File: src/rtl/spdif_pkg.sv
// rtl/spdif_pkg.sv - shared types and slot constants for the S/PDIF frame sequencer
package spdif_pkg;

  typedef enum logic [1:0] {HUNT, PRE, DATA, COMMIT} state_e;
  typedef enum logic [1:0] {PRE_B, PRE_M, PRE_W} pre_e;

  localparam int SLOT_AUDIO_LO    = 4;
  localparam int SLOT_V           = 28;
  localparam int SLOT_U           = 29;
  localparam int SLOT_C           = 30;
  localparam int SLOT_P           = 31;
  localparam int FRAMES_PER_BLOCK = 192;
  localparam int CS_BITS          = 40;

  // Interval class codes; CLS_BAD covers "no class" and "several classes"
  localparam logic [1:0] CLS_BAD   = 2'd0;
  localparam logic [1:0] CLS_SHORT = 2'd1;
  localparam logic [1:0] CLS_LONG  = 2'd2;
  localparam logic [1:0] CLS_HEAD  = 2'd3;

  function automatic logic [1:0] classify(input logic s, input logic l, input logic h);
    case ({h, l, s})
      3'b001:  return CLS_SHORT;
      3'b010:  return CLS_LONG;
      3'b100:  return CLS_HEAD;
      default: return CLS_BAD;
    endcase
  endfunction

endpackage

File: src/rtl/spdif_ena_gen.sv
// rtl/spdif_ena_gen.sv - divider producing the edge-detector sampling enable
module spdif_ena_gen #(
  parameter int ENA_DIV = 4
) (
  input  logic i_clk,
  input  logic i_rst_n,
  output logic o_det_ena
);

  localparam int CW = (ENA_DIV > 1) ? $clog2(ENA_DIV) : 1;
  localparam logic [CW-1:0] CNT_MAX = CW'(ENA_DIV - 1);

  logic [CW-1:0] cnt_q, cnt_d;

  always_comb cnt_d = (cnt_q == CNT_MAX) ? '0 : cnt_q + CW'(1);

  // Starting at the top of the range keeps the enable low while in reset
  always_ff @(posedge i_clk or negedge i_rst_n) begin
    if (!i_rst_n) cnt_q <= CNT_MAX;
    else          cnt_q <= cnt_d;
  end

  assign o_det_ena = (cnt_q == '0);

endmodule

File: src/rtl/spdif_frame_ctrl.sv
// rtl/spdif_frame_ctrl.sv - preamble/subframe sequencer with output register and lock
// Optional channel-status capture enabled by SPDIF_CHSTAT_EN.
module spdif_frame_ctrl
  import spdif_pkg::*;
#(
  parameter int ENA_DIV  = 4,
  parameter int LOCK_CNT = 4
) (
  input  logic                i_clk,
  input  logic                i_rst_n,
  output logic                o_det_ena,
  input  logic                i_sym_stb,
  input  logic                i_short,
  input  logic                i_long,
  input  logic                i_head,
  output logic [23:0]         o_sample,
  output logic                o_chan,
  output logic                o_blk_start,
  output logic                o_v,
  output logic                o_u,
  output logic                o_c,
  output logic                o_par_err,
  output logic                o_valid,
  input  logic                i_ready,
  output logic                o_overrun,
  output logic                o_sym_err,
  output logic                o_locked,
  output logic [CS_BITS-1:0]  o_cs,
  output logic                o_cs_valid
);

  localparam int NSLOT = SLOT_P - SLOT_AUDIO_LO + 1;
  localparam int LW = $clog2(LOCK_CNT + 1);
  localparam logic [LW-1:0] LOCK_MAX = LW'(LOCK_CNT);

  spdif_ena_gen #(.ENA_DIV(ENA_DIV)) u_ena (
    .i_clk(i_clk), .i_rst_n(i_rst_n), .o_det_ena(o_det_ena)
  );

  logic             stb_q, evt_q;
  logic [1:0]       cls_q;
  state_e           state_q, state_d;
  pre_e             pre_q, pre_d, pre_m;
  logic [1:0]       pre_idx_q, pre_idx_d, p1_q, p1_d, p2_q, p2_d;
  logic [4:0]       slot_q, slot_d;
  logic             half_q, half_d, have_last_q, have_last_d, last_w_q, last_w_d;
  logic             sym_err_q, sym_err_d, take_bit, bit_v, pre_ok, seq_bad, commit;
  logic [NSLOT-1:0] sh_q, sh_d;
  logic [LW-1:0]    lock_q;

  always_ff @(posedge i_clk or negedge i_rst_n) begin
    if (!i_rst_n) begin
      stb_q <= 1'b0; evt_q <= 1'b0; cls_q <= CLS_BAD;
    end else begin
      stb_q <= i_sym_stb;
      evt_q <= i_sym_stb & ~stb_q;
      if (i_sym_stb & ~stb_q) cls_q <= classify(i_short, i_long, i_head);
    end
  end

  always_comb begin
    pre_ok = 1'b1;
    pre_m  = PRE_B;
    case ({p1_q, p2_q, cls_q})
      {CLS_SHORT, CLS_SHORT, CLS_HEAD}: pre_m = PRE_B;
      {CLS_HEAD, CLS_SHORT, CLS_SHORT}: pre_m = PRE_M;
      {CLS_LONG, CLS_SHORT, CLS_LONG}:  pre_m = PRE_W;
      default:                          pre_ok = 1'b0;
    endcase
    // Channel A must be followed by W (or M), W must be followed by B or M
    seq_bad = have_last_q & (last_w_q ? (pre_m == PRE_W) : (pre_m == PRE_B));
  end

  assign commit = (state_q == COMMIT);

  always_comb begin
    state_d = state_q; pre_idx_d = pre_idx_q; p1_d = p1_q; p2_d = p2_q; pre_d = pre_q;
    slot_d = slot_q; half_d = half_q; sh_d = sh_q;
    have_last_d = have_last_q; last_w_d = last_w_q;
    sym_err_d = 1'b0; take_bit = 1'b0; bit_v = 1'b0;
    case (state_q)
      HUNT: if (evt_q && cls_q == CLS_HEAD) begin
        state_d = PRE; pre_idx_d = 2'd1;
      end
      PRE: if (evt_q) begin
        if (pre_idx_q == 2'd1) begin
          p1_d = cls_q; pre_idx_d = 2'd2;
        end else if (pre_idx_q == 2'd2) begin
          p2_d = cls_q; pre_idx_d = 2'd3;
        end else if (pre_ok) begin
          pre_d = pre_m; state_d = DATA; slot_d = 5'(SLOT_AUDIO_LO); half_d = 1'b0;
          sym_err_d = seq_bad;
        end else begin
          sym_err_d = 1'b1; state_d = HUNT; have_last_d = 1'b0;
        end
      end
      DATA: if (evt_q) begin
        case (cls_q)
          CLS_LONG: if (half_q) begin
            sym_err_d = 1'b1; state_d = HUNT; have_last_d = 1'b0;
          end else take_bit = 1'b1;
          CLS_SHORT: if (half_q) begin
            take_bit = 1'b1; bit_v = 1'b1; half_d = 1'b0;
          end else half_d = 1'b1;
          CLS_HEAD: begin
            sym_err_d = 1'b1; state_d = PRE; pre_idx_d = 2'd1; have_last_d = 1'b0;
          end
          default: begin
            sym_err_d = 1'b1; state_d = HUNT; have_last_d = 1'b0;
          end
        endcase
        if (take_bit) begin
          sh_d = {bit_v, sh_q[NSLOT-1:1]};
          if (slot_q == 5'(SLOT_P)) state_d = COMMIT;
          else                      slot_d  = slot_q + 5'd1;
        end
      end
      COMMIT: begin
        state_d = HUNT; have_last_d = 1'b1; last_w_d = (pre_q == PRE_W);
      end
      default: state_d = HUNT;
    endcase
  end

  always_ff @(posedge i_clk or negedge i_rst_n) begin
    if (!i_rst_n) begin
      state_q <= HUNT; pre_idx_q <= 2'd0; p1_q <= CLS_BAD; p2_q <= CLS_BAD; pre_q <= PRE_B;
      slot_q <= '0; half_q <= 1'b0; sh_q <= '0; have_last_q <= 1'b0; last_w_q <= 1'b0;
      sym_err_q <= 1'b0;
    end else begin
      state_q <= state_d; pre_idx_q <= pre_idx_d; p1_q <= p1_d; p2_q <= p2_d; pre_q <= pre_d;
      slot_q <= slot_d; half_q <= half_d; sh_q <= sh_d; have_last_q <= have_last_d;
      last_w_q <= last_w_d; sym_err_q <= sym_err_d;
    end
  end

  always_ff @(posedge i_clk or negedge i_rst_n) begin
    if (!i_rst_n) begin
      o_sample <= '0; o_chan <= 1'b0; o_blk_start <= 1'b0; o_v <= 1'b0; o_u <= 1'b0;
      o_c <= 1'b0; o_par_err <= 1'b0; o_valid <= 1'b0; o_overrun <= 1'b0; lock_q <= '0;
    end else begin
      if (commit) begin
        o_sample    <= sh_q[23:0];
        o_v         <= sh_q[SLOT_V - SLOT_AUDIO_LO];
        o_u         <= sh_q[SLOT_U - SLOT_AUDIO_LO];
        o_c         <= sh_q[SLOT_C - SLOT_AUDIO_LO];
        o_par_err   <= ^sh_q;
        o_blk_start <= (pre_q == PRE_B);
        o_chan      <= (pre_q == PRE_W);
      end
      o_valid   <= commit | (o_valid & ~i_ready);
      o_overrun <= commit & o_valid & ~i_ready;
      if (sym_err_q)                 lock_q <= '0;
      else if (commit && (^sh_q))    lock_q <= '0;
      else if (commit && lock_q != LOCK_MAX) lock_q <= lock_q + LW'(1);
    end
  end

  assign o_sym_err = sym_err_q;
  assign o_locked  = (lock_q == LOCK_MAX);

`ifdef SPDIF_CHSTAT_EN
  logic [7:0]         frm_q, cs_frame;
  logic               cs_act_q, cs_act, cs_take, cs_vld_q;
  logic [CS_BITS-1:0] cs_sh_q, cs_q, cs_next;

  // A B preamble restarts the block at frame 0 and re-arms collection
  always_comb begin
    cs_frame = (pre_q == PRE_B) ? 8'd0 : frm_q;
    cs_act   = cs_act_q | (pre_q == PRE_B);
    cs_take  = commit && (pre_q != PRE_W) && cs_act && (cs_frame < 8'(CS_BITS));
    cs_next  = {sh_q[SLOT_C - SLOT_AUDIO_LO], cs_sh_q[CS_BITS-1:1]};
  end

  always_ff @(posedge i_clk or negedge i_rst_n) begin
    if (!i_rst_n) begin
      frm_q <= '0; cs_act_q <= 1'b0; cs_sh_q <= '0; cs_q <= '0; cs_vld_q <= 1'b0;
    end else begin
      cs_vld_q <= 1'b0;
      if (sym_err_q) cs_act_q <= 1'b0;
      else if (commit && pre_q != PRE_W) begin
        cs_act_q <= cs_act;
        frm_q    <= (cs_frame == 8'(FRAMES_PER_BLOCK - 1)) ? 8'd0 : cs_frame + 8'd1;
        if (cs_take) begin
          cs_sh_q <= cs_next;
          if (cs_frame == 8'(CS_BITS - 1)) begin
            cs_q <= cs_next; cs_vld_q <= 1'b1;
          end
        end
      end
    end
  end

  assign o_cs       = cs_q;
  assign o_cs_valid = cs_vld_q;
`else
  assign o_cs       = '0;
  assign o_cs_valid = 1'b0;
`endif

endmodule

File: config.mk
export PLATFORM = sky130hd
export DESIGN_NAME = spdif_frame_ctrl
export DESIGN_NICKNAME = d
export VERILOG_FILES = /design/src/rtl/spdif_pkg.sv /design/src/rtl/spdif_ena_gen.sv /design/src/rtl/spdif_frame_ctrl.sv
export SDC_FILE = /design/constraint.sdc
export NUM_CORES = 1
export LEC_CHECK = 0
export CAP_MARGIN = 30
export CORE_MARGIN = 2
export CORE_UTILIZATION = 47
export DETAILED_ROUTE_END_ITERATION = 7
export GPL_TIMING_DRIVEN = 1
export PLACE_DENSITY = 0.78
export SYNTH_ARGS = -nofsm -noshare
export SYNTH_HDL_FRONTEND = slang
export SYNTH_SLANG_ARGS = --single-unit
File: constraint.sdc
create_clock -name i_clk -period 1.9 [get_ports i_clk]
set_input_delay 0.19 -clock i_clk [delete_from_list [all_inputs] [get_ports i_clk]]
set_output_delay 0.19 -clock i_clk [all_outputs]
set_load 0.01 [all_outputs]
## Word-level counts from Yosys, hierarchy flattened

Index checks and enable logic that the tools add are counted.

- Output and inout bits: 76
- Bits in registers: 87
- Word-level logic and storage cells: 154
- Bits of input ports: 7

- Reductions and logical operators: 22
- Muxes and demuxes: 61
- Add/subtract/negate cells: 3
- Bitwise logic cells: 10
- Equal/unequal tests: 34

Operators with widths:

| cell | count |
|---|---|
| 2-to-1 mux 5 bit | 7 |
| 2-to-1 mux 2 bit | 15 |
| parity 28 bit | 1 |
| 2-to-1 mux 1 bit | 24 |
| != test 2 bit (second input constant) | 11 |
| case mux 2 bit (3 select lines) | 3 |
| equality test 2 bit (second input constant) | 8 |
| AND reduction 8 bit | 2 |
| equality test 6 bit (second input constant) | 2 |
| case mux 1 bit (2 select lines) | 5 |
| case mux 5 bit (2 select lines) | 1 |
| AND reduction 5 bit | 2 |
| 2-to-1 mux 3 bit | 3 |
| != test 3 bit (second input constant) | 3 |
| nonzero test 3 bit | 3 |
| logical NOT 2 bit | 4 |
| case mux 2 bit (4 select lines) | 1 |
| AND reduction 7 bit | 1 |
| equality test 2 x 1 -> 1 bit (second input constant) | 3 |
| equality test 3 bit (second input constant) | 2 |
| equality test 6 x 5 -> 1 bit (second input constant) | 1 |
| AND reduction 3 bit | 2 |
| AND reduction 6 bit | 1 |
| adder 5 x 1 -> 5 bit (second input constant) | 1 |
| 15 further kinds | 24 |

## Longest topological paths before layout

- Word-level depth: 10
- Gate-level depth with buffers: 9
- Gate-level depth less buffers: 9

## Modules after synthesis

A second synthesis with hierarchy kept.

- Cells, all modules: 374
- Area, all modules: 4,420.5 um2

Modules (own cells, without submodules):

| module | cells an instance | seq. area each (um2) | area an instance (um2) | times used |
|---|---|---|---|---|
| spdif_frame_ctrl | 367 | 2,127.0 | 4,331.7 | 1 |
| spdif_ena_gen | 7 | 52.6 | 88.8 | 1 |

## Worst setup path after synthesis

No wires, ideal clock.

- Path kind: register -> register
- Start: reg slot_q[0]
- End: reg slot_q[2]
- Setup time: 138 ps
- Period minus slack after synthesis: 1,937 ps
- Buffers on the path: 0
- Cell stages (with the launch flop): 10
- Arrival time: 1,799 ps
- Setup slack: -37 ps
- Data required time: 1,762 ps
- Path through: dfrtp_1 > ha_1 > and3_1 > ha_1 > nor2b_1 > o21ai_0 > a221oi_4 > nand3_1 > o21ai_0 > a21oi_1

- Longest elaborated chain between the ends: 5
- Elaborated cells between the ends (all ways): 8
- Those cells by class: add/sub (1); eq/ne (2); mux (4); reduce/logical (1)

Ends and longest elaborated chain:

| item | line | text |
|---|---|---|
| from (decl) | spdif_frame_ctrl.sv:45 | `logic [4:0] slot_q, slot_d;` |
| from (signal assigned) | spdif_frame_ctrl.sv:128 | `slot_q <= '0; half_q <= 1'b0; sh_q <= '0; have_last_q <= 1'b0; last_w_q <= 1'b0;` |
| from (signal assigned) | spdif_frame_ctrl.sv:132 | `slot_q <= slot_d; half_q <= half_d; sh_q <= sh_d; have_last_q <= have_last_d;` |
| adder 5 x 1 -> 5 bit | spdif_frame_ctrl.sv:115 | `else slot_d = slot_q + 5'd1;` |
| 2-to-1 mux 5 bit | spdif_frame_ctrl.sv:114 | `if (slot_q == 5'(SLOT_P)) state_d = COMMIT;` |
| 2-to-1 mux 5 bit | spdif_frame_ctrl.sv:112 | `if (take_bit) begin` |
| 2-to-1 mux 5 bit | spdif_frame_ctrl.sv:97 | `DATA: if (evt_q) begin` |
| case mux 5 bit (2 select lines) | spdif_frame_ctrl.sv:81 | `case (state_q)` |

Several ways; a longest one is shown, not always the timed one. The select of a mux whose other input is x is not followed.
A chain may end at the register's enable or synchronous reset.

## Worst setup path in the final report

Ends and elaborated chain as after synthesis.

==> run metrics <==
status=finished, final reports clean; Critical Path Max Stage Delay=0.40 ns; XOR/XNOR Fraction of Synth Area=0.0618; Gate power share=0.176; Routed WL per cell=14.6 um; final cycle utilization of the critical path=0.994; Total Routing Usage GR=0.165; Die Area=10200 um2; cell row count=35; fin nets=453; post-synthesis mux area share=0.162; layout cell share with drive strength beyond 1=0.285; post-synthesis adder-cell area fraction=0.0340; Synth warnings=0; # diodes=0; initial antenna violation count=0; CTS root buf=clkbuf_8; CP arrival=2.13 ns; hold_ws=0.312 ns; most common library cells after synthesis=dfrtp_1, mux2_2, buf_4, xnor2_1, nand2_1; CP Cell Sequence=ha_2 > and3_4 > ha_4 > nor2b_4 > o21ai_2 > a221oi_4 > nand3_1 > o21ai_1 > a21oi_1; DR WL met3=222 um; pin count of the biggest net entering global routing=42; asr flop ratio synth=1.00; Yosys cell types=51; CTS H-tree depth=3; simple logic cell fraction of the synthesized area=0.0802; Worst Skew=0.00818 ns; initial drt markers=97; slew margin rel.=0.660; DRT met1 WL=3530 um; Peak Freq=529 MHz; delay-heaviest family, CP=compound AO/OA/AOI/OAI gates; CTS Buf Count=9; Max Cap Violations=0; number of global-route vias before repair=2769; Hold Crit Class=primary input to flop; Syn Area/Cell=11.9 um2; I/O pin total=83; Slew @ Worst Pin=0.510 ns; Int Power=2.89 mW; register area share after synthesis=0.494; Main synth FF type=dfrtp_1; Final TNS setup=0 ns; final wirelength=8040 um; x dimension of the die=101 um; gpl congestion=0.858; dominant combinational cell family by area after synthesis=multiplexers; complex-gate fraction of the synthesized area=0.0731; worst path bufs/invs=0; CTS tree=built; uppermost layer routed=met4; reg2reg setup slack=0.01 ns; Leak=2.53 nW; dpl cell area=4930 um2; Buffers on Ports=41; Core Box Area=9200 um2; post-route ant nets=0; Clock Latency Late Sink=0.36 ns; NetSw=1.21 mW; post-synthesis instance total=371; Crit. End Element=flop; Synth top area share=0.482; P per Cell Area=779 nW/um2; Clk pin slew, worst setup/hold paths=0.09 ns; Syn-to-layout area delta=19.2%; main area contributors after synthesis=dfrtp_1, mux2_2, buf_4; sequential power share=0.489; clock share of power=0.335; minimum clock period=1.89 ns; critical path required time=2.14 ns; most numerous cell in the Yosys netlist=dfrtp_1; worst setup path class=flop to flop; Tot Pwr=4.09 mW; WL met2=4200 um; DR vias/cell=5.05; synthesized flop and latch total=87; post-route DRC violation count=0; Peak supply drop=0.389 mV; area of the mapped netlist=4410 um2; Initial Utilization=0.480; first-pass GRT wire length=13200 um; switching share of power=0.295; Slew Limit Fails=0; Fin. Hold Viols=0; First-pass DRT Iterations=4; Clock Path Buffers=2; Synth area leader=dfrtp_1; Setup Viol. Count Final=0; hpwl dp=5650 um; startpoint types=flop; CP max FO=5; Final Cell Area=5260 um2; RSZ-0062 raised after global routing=true; Die Ht=101 um; Overflow after GRT=0; via count=2779; slowest CP cell=dfrtp_1; Clock Sinks=87; Post-synth EDFFs=0
stage by stage:
stage                     std cells  worst slack [ns]  utilization
final                           550            0.0114        0.572
after global routing            550           -0.0878        0.572
after CTS                       546           0.00345        0.563
after detailed placement        528            -0.127        0.536
after global placement          528           0.00180        0.536
after floorplan                 411           0.00107            -
layer usage:
layer / GRT usage / vias up
met5: 0 / -
met4: 0.0582 / 0
met3: 0.0381 / 10
met2: 0.277 / 51
met1: 0.209 / 1391
li1: - / 1327
path summary, 6_finish.rpt:
kind | start | to | cells past startpoint
min | i_sym_stb | stb_q$_DFF_PN0_ | 1
max in group asynchronous | i_rst_n | sh_q[25]$_DFFE_PN0P_ | 3
min in group asynchronous | i_rst_n | sh_q[20]$_DFFE_PN0P_ | 2
max | slot_q[0]$_DFFE_PN0P_ | slot_q[2]$_DFFE_PN0P_ | 9
min reg2reg | pre_q[0]$_DFFE_PN0P_ | o_chan$_DFFE_PN0P_ | 1
max reg2reg | slot_q[0]$_DFFE_PN0P_ | slot_q[2]$_DFFE_PN0P_ | 9
repair_timing:
item / 4_1_cts / 5_1_grt
buffers inserted: 1 / 4
gates cloned: 0 / 0
hold buffers: 1 / 0
endpoints found under the setup margin: 4 / 8
pin swaps: 4 / 9
gates resized for setup: 4 / 18
hold endpoints to repair: 36 / 0
power groups by stage:
| stage | registers (mW) | clock network, mW | logic, mW |
|---|---|---|---|
| global placement | 2.03 | 0 | 0.655 |
| finish | 2.00 | 1.37 | 0.722 |
| CTS | 2.00 | 1.40 | 0.699 |
| floorplan | 2.02 | 0 | 0.519 |
| detailed placement | 2.04 | 0 | 0.677 |
| global route | 2.01 | 1.48 | 0.802 |
cell families (layout without fill, tap and decap cells):
kind of cell / count (synthesis) / in the layout
and+or+nand+nor: 67 / 67
muxes: 64 / 64
other: 1 / 41
buffers and inverters: 68 / 96
DFF: 87 / 87
xor gates and xnor gates: 27 / 27
adders and majority gates: 12 / 12
AOI/OAI and AO/OA: 45 / 45
flip-flops by register name, summed over array words and instances (netlist names), 2 cells and up:
name and flops:
u_ena.cnt_q 2, p2_q 2, o_sample 24, lock_q 3
sh_q 28, pre_idx_q 2, cls_q 2, p1_q 2
state_q 2, slot_q 5, pre_q 2
area by class of cell:
class                           count  area [um2]
Fill cell                         770        3940
Tap cell                          111         139
Timing Repair Buffer               64         627
Inverter                           16        60.1
Clock inverter                      6        75.1
Sequential cell                    87        2180
Multi-Input combinational cell    256        2040
Clock buffer                       10         138
cell usage in the layout (no fill, tap or decap), types with 3 or more instances in the layout:
master / synthesis / layout
dfrtp_1: 85 / 84
mux2_2: 61 / 61
conb_1: 1 / 41
clkdlybuf4s50_1: 0 / 39
nand2_1: 21 / 20
xnor2_1: 22 / 19
buf_4: 41 / 18
inv_1: 16 / 16
nor2_1: 11 / 10
nand3_1: 10 / 10
clkbuf_8: 0 / 10
o21ai_0: 15 / 9
a21oi_1: 10 / 9
ha_1: 12 / 9
o21ai_1: 0 / 5
nor2b_1: 5 / 4
xnor2_2: 1 / 4
o31ai_1: 5 / 4
mux2i_1: 3 / 3
nand2_2: 2 / 3
buf_12: 0 / 3
Power figures use the tool's default switching activity.
